===== config.mk =====
export PLATFORM = sky130hd
export DESIGN_NAME = mem_port_arbiter
export DESIGN_NICKNAME = d
export VERILOG_FILES = /design/src/rtl/mem_arb_pkg.sv /design/src/rtl/arb_wait_counter.sv /design/src/rtl/mem_port_arbiter.sv
export SDC_FILE = /design/constraint.sdc
export NUM_CORES = 1
export LEC_CHECK = 0
export ABC_AREA = 1
export ABC_CLOCK_PERIOD_IN_PS = 1750
export BUFFER_PORTS_ARGS = -buffer_cell sky130_fd_sc_hd__clkbuf_2
export CAP_MARGIN = 30
export CELL_PAD_IN_SITES_DETAIL_PLACEMENT = 0
export CELL_PAD_IN_SITES_GLOBAL_PLACEMENT = 1
export CORE_MARGIN = 1.5
export CORE_UTILIZATION = 26
export CTS_BUF_LIST = sky130_fd_sc_hd__clkbuf_16
export CTS_CLUSTER_DIAMETER = 80
export CTS_CLUSTER_SIZE = 30
export DETAILED_ROUTE_END_ITERATION = 16
export HOLD_SLACK_MARGIN = 0.1
export PLACE_DENSITY = 0.92
export SYNTH_ARGS = -nofsm -noshare
export SYNTH_HDL_FRONTEND = slang
export SYNTH_SLANG_ARGS = --single-unit

===== constraint.sdc =====
create_clock -name clk -period 1.75 [get_ports clk]
set_clock_uncertainty 0.15 [all_clocks]
set_input_delay 0.0875 -clock clk [delete_from_list [all_inputs] [get_ports clk]]
set_output_delay 0.0875 -clock clk [all_outputs]
set_load 0.05 [all_outputs]

===== src/rtl/mem_arb_pkg.sv =====
// rtl/mem_arb_pkg.sv - shared constants and types for the memory port arbiter
package mem_arb_pkg;

  localparam int unsigned DEF_ADDR_W   = 10;
  localparam int unsigned DEF_DATA_W   = 32;
  localparam int unsigned DEF_MAX_WAIT = 4;

  typedef enum logic [1:0] {
    ST_IDLE  = 2'd0,
    ST_ISSUE = 2'd1,
    ST_RESP  = 2'd2
  } arb_state_t;

  typedef enum logic {
    OWN_DATA  = 1'b0,
    OWN_FETCH = 1'b1
  } arb_owner_t;

endpackage


===== src/rtl/arb_wait_counter.sv =====
// rtl/arb_wait_counter.sv - saturating count of arbitrations lost by the fetch port
module arb_wait_counter #(
  parameter int unsigned MAX = 4
) (
  input  logic clk,
  input  logic rst,
  input  logic inc,
  input  logic clr,
  output logic at_max
);

  localparam int unsigned W = (MAX < 1) ? 1 : $clog2(MAX + 1);
  localparam logic [W-1:0] MAX_V = W'(MAX);

  logic [W-1:0] r_cnt;

  // clear has priority; increment stops once the limit is reached
  always_ff @(posedge clk) begin
    if (rst) begin
      r_cnt <= '0;
    end else if (clr) begin
      r_cnt <= '0;
    end else if (inc && (r_cnt != MAX_V)) begin
      r_cnt <= r_cnt + W'(1);
    end
  end

  assign at_max = (r_cnt == MAX_V);

endmodule


===== src/rtl/mem_port_arbiter.sv =====
// rtl/mem_port_arbiter.sv - fetch/data arbiter in front of a single-port synchronous memory
module mem_port_arbiter
  import mem_arb_pkg::*;
#(
  parameter int unsigned ADDR_W   = DEF_ADDR_W,
  parameter int unsigned DATA_W   = DEF_DATA_W,
  parameter int unsigned MAX_WAIT = DEF_MAX_WAIT
) (
  input  logic              clk,
  input  logic              rst,
  input  logic              if_req,
  input  logic [ADDR_W-1:0] if_addr,
  input  logic              if_flush,
  output logic              if_gnt,
  output logic              if_rvalid,
  output logic [DATA_W-1:0] if_rdata,
  input  logic              d_req,
  input  logic              d_we,
  input  logic [ADDR_W-1:0] d_addr,
  input  logic [DATA_W-1:0] d_wdata,
  output logic              d_gnt,
  output logic              d_rvalid,
  output logic [DATA_W-1:0] d_rdata,
  output logic              mem_en,
  output logic              mem_we,
  output logic [ADDR_W-1:0] mem_addr,
  output logic [DATA_W-1:0] mem_wdata,
  input  logic [DATA_W-1:0] mem_rdata
);

  arb_state_t        r_state;
  arb_state_t        w_next_state;
  arb_owner_t        r_owner;
  logic              r_we;
  logic [ADDR_W-1:0] r_addr;
  logic [DATA_W-1:0] r_wdata;
  logic              r_flush;

  logic w_idle;
  logic w_any_req;
  logic w_at_max;
  logic w_fetch_win;
  logic w_wait_inc;
  logic w_wait_clr;

  assign w_idle      = (r_state == ST_IDLE);
  assign w_any_req   = if_req | d_req;
  // data normally wins; a starved fetch is forced through once the counter saturates
  assign w_fetch_win = if_req & (~d_req | w_at_max);
  assign w_wait_inc  = w_idle & if_req & d_req & ~w_at_max;
  assign w_wait_clr  = w_idle & w_fetch_win;

  arb_wait_counter #(
    .MAX (MAX_WAIT)
  ) u_wait_cnt (
    .clk    (clk),
    .rst    (rst),
    .inc    (w_wait_inc),
    .clr    (w_wait_clr),
    .at_max (w_at_max)
  );

  // state register plus the request captured at arbitration and the fetch flush flag
  always_ff @(posedge clk) begin
    if (rst) begin
      r_state <= ST_IDLE;
      r_owner <= OWN_DATA;
      r_we    <= 1'b0;
      r_addr  <= '0;
      r_wdata <= '0;
      r_flush <= 1'b0;
    end else begin
      r_state <= w_next_state;
      if (w_idle && w_any_req) begin
        r_owner <= w_fetch_win ? OWN_FETCH : OWN_DATA;
        r_we    <= w_fetch_win ? 1'b0 : d_we;
        r_addr  <= w_fetch_win ? if_addr : d_addr;
        r_wdata <= w_fetch_win ? '0 : d_wdata;
      end
      if (w_idle) begin
        r_flush <= 1'b0;
      end else if ((r_state == ST_ISSUE) && (r_owner == OWN_FETCH) && if_flush) begin
        r_flush <= 1'b1;
      end
    end
  end

  // next-state and all outputs decoded from the registered state
  always_comb begin
    w_next_state = r_state;
    if_gnt       = 1'b0;
    d_gnt        = 1'b0;
    if_rvalid    = 1'b0;
    if_rdata     = '0;
    d_rvalid     = 1'b0;
    d_rdata      = '0;
    mem_en       = 1'b0;
    mem_we       = 1'b0;
    mem_addr     = '0;
    mem_wdata    = '0;
    case (r_state)
      ST_IDLE: begin
        if (w_any_req) w_next_state = ST_ISSUE;
      end
      ST_ISSUE: begin
        mem_en       = 1'b1;
        mem_we       = r_we;
        mem_addr     = r_addr;
        mem_wdata    = r_wdata;
        if_gnt       = (r_owner == OWN_FETCH);
        d_gnt        = (r_owner == OWN_DATA);
        w_next_state = r_we ? ST_IDLE : ST_RESP;
      end
      ST_RESP: begin
        if (r_owner == OWN_FETCH) begin
          if (!r_flush && !if_flush) begin
            if_rvalid = 1'b1;
            if_rdata  = mem_rdata;
          end
        end else begin
          d_rvalid = 1'b1;
          d_rdata  = mem_rdata;
        end
        w_next_state = ST_IDLE;
      end
      default: w_next_state = ST_IDLE;
    endcase
  end

endmodule


==> key figures <==
Power
  • Worst vdd ir: 0.0005980 V
  • Power density over the cells: 594.9 nW/um^2
  • Leak: 2.803 nW

Routing
  • 1st-iter DRT viols: 271
  • Vias per std cell: 4.492
  • Routed WL: 12460 um
  • WL per Instance: 14.26 um
  • DRT Pass-1 Iters: 4
  • Via count: 3926
  • Drc violations: 0
  • Post-detailed-route count of antenna-violating nets: 0

Clock network
  • Num CTS Buffers: 5
  • Clk buf depth: 2
  • H-Tree Depth: 2
  • CTS Root Cell: clkbuf_16
  • Clock latency on the worst-skew pair: 0.29 ns
  • CTS tree: done
  • Sink Count: 50
  • Postcts setup bufs: 0
  • Worst-path clk slew: 0.07 ns

Global route
  • Met1 Track Usage GR: 0.1996
  • Gr usage total: 0.1840
  • Largest net degree at the start of global routing: 37
  • Gr ovfl total: 0
  • First-pass GRT wire length: ~17000 um
  • M2 GR Usage: 0.3571
  • Initial antenna violation count: 1
  • Grt peak-use layer: met2
  • Vias in the first global route: approximately 3600
  • Met3 Use GR: 0.03450

Logic synthesis
  • Seq cells post-synth: 50
  • YS warnings: 0
  • Syn Std Cell Area: 2859 sq um
  • Syn_area_per_cell: 5.932 sq um
  • Syn Inst Count: between 400 and 500
  • Distinct cells, synth: 18
  • Synthesized net count: ~570
  • Part of the Yosys area used for sequential elements: 0.3501

Floorplan
  • Core area: 10790 sq um
  • Die H: around 110 um
  • Die ar.: 11630 sq um
  • I/O pins: around 200
  • Placement row count: 38
  • Starting Density: 0.2649
  • Die Wd: 107.9 um

Cells and area
  • Fillers: between 900 and 1000
  • Layout area overhead: 114.2%
  • Fin nets: 824
  • Commonest non-fill, non-tap cell in the layout: clkbuf_2
  • Most frequent cells in the layout: 92 x clkbuf_2, 90 x inv_1, 61 x nand2_1
  • Share of cells above drive strength 1: 0.4611

Place
  • Port Buf Inserts: 201
  • Placer congestion estimate: around 0.76
  • Worst Setup Slack post-DPL: 0.1364 ns
  • Post-detail-place hpwl: around 7300 um

Worst setup path
  • CP Data Arrival Time: 1.56 ns
  • CP required: between 1.5 and 2 ns
  • Crit Path Class: flop to output pin
  • Crit end category: output pin
  • CP Launch Type: flop
  • Worst-path fanout max: 8

Worst hold path
  • Hold Path Class: primary input to flop

Timing
  • Peak Freq: 0.5559 GHz
  • Slew margin rel.: 0.7260
  • RSZ-0062 raised after global routing: yes
  • Fin crit period: ~1.8 ns
  • Worst hold slack: 0.1285 ns
  • Crit share post-route: 1.028
  • Final worst-path setup slack: -0.04892 ns
  • Final Setup Violations: 20
  • Least-Margin Pin Slew: 0.4110 ns
  • Final Hold Viols: 0
  • Final Slew Violations: 0

Flow run
  • Max-cap viol count: 0

Status
  • Failing checks: setup timing
  • Status: finished with violations
-- power breakdown --
group | total, W | internal, W | switching, W
logic | 0.00122 | 0.000469 | 0.000755
clock network | 0.00114 | 0.000686 | 0.000457
registers | 0.00128 | 0.00123 | 0.0000467
total | 0.00364 | 0.00238 | 0.00126
-- synth_stat cells --
master	count	area share
a21oi_1	37	0.065
clkbuf_1	14	0.018
inv_2	2	0.0026
a21boi_0	10	0.026
nor3_1	1	0.0017
buf_6	3	0.012
nor2_2	1	0.0022
buf_4	1	0.0026
dfxtp_1	50	0.35
nor2_1	137	0.18
ha_1	2	0.0088
o21ai_0	11	0.019
nand3_1	46	0.081
or2_2	1	0.0022
inv_1	90	0.12
buf_2	12	0.021
nand2_1	63	0.083
nor2_8	1	0.0070
-- layout make-up --
type / instances / area, sq um / share of cell area
sequential: 50 / 1005 / 0.1641
timing repair buffer: 273 / 2569 / 0.4195
clock buffer: 5 / 125.1 / 0.02043
inverter: 92 / 345.3 / 0.05640
tap: 140 / 175.2 / 0.02861
multi-input combinational: 310 / 1854 / 0.3028
clock inverter: 3 / 47.55 / 0.007765
antenna: 1 / 2.502 / 0.0004087
-- worst max-delay path, cell delays in order, from the launching register on --
cell and delay, ns:
dfxtp_2 0.32, or2_4 0.25, nor2_4 0.10, nand2_4 0.10, clkbuf_16 0.20, nor2_4 0.13, buf_8 0.16
-- metrics by stage --
step / utilization / area (sq um) / setup TNS, ns / instances / total power (W)
floorplan: - / 3020 / -5.067 / 482 / 0.001979
global placement: 0.4011 / 4329 / 0 / 805 / 0.002280
detailed placement: 0.4011 / 4329 / 0 / 805 / 0.002288
CTS: 0.5045 / 5445 / -1.524 / 869 / 0.003555
global route: 0.5674 / 6123 / -2.028 / 874 / 0.003836
finish: 0.5674 / 6123 / -0.4175 / 874 / 0.003643
-- final timing paths --
path         slack (ns)           startpoint  cells after the start           end
min reg2reg        0.29              r_flush                      2       r_flush
min                0.13                  rst                      4     r_addr[0]
max               -0.05              r_flush                      6  if_rdata[14]
max reg2reg        0.11  u_wait_cnt.r_cnt[0]                      8   r_wdata[16]
-- state kept, by name (all words and copies together) (netlist names) --
signal	flops
r_flush	1
r_state	2
r_wdata	32
r_owner	1
r_we	1
u_wait_cnt.r_cnt	3
r_addr	10
-- layer usage --
metal / routed length (um) / up-vias / share of wire
met2: 6694 / 164 / 0.54
met4: 322 / 0 / 0.026
met5: 0 / - / 0
met1: 4653 / 1794 / 0.37
li1: - / 1941 / -
met3: 793 / 27 / 0.064
-- cells by family after synthesis --
kind of cell | Yosys count | synth area share
adder cells (fa/ha/maj) | 2 | 0.008751
AND/OR/NAND/NOR | 250 | 0.3562
AO/OA/AOI/OAI | 58 | 0.1103
flip-flops | 50 | 0.3501
buffers and inverters | 122 | 0.1746
-- what timing repair did --
item / 4_1_cts / 5_1_grt
setup endpoints to repair: 89 / 111
pin swaps: 0 / 1
hold buffers: 56 / 0
hold endpoints to repair: 48 / 0
cloned: 0 / 4
gates resized for setup: 105 / 301
Power figures use the tool's default switching activity.
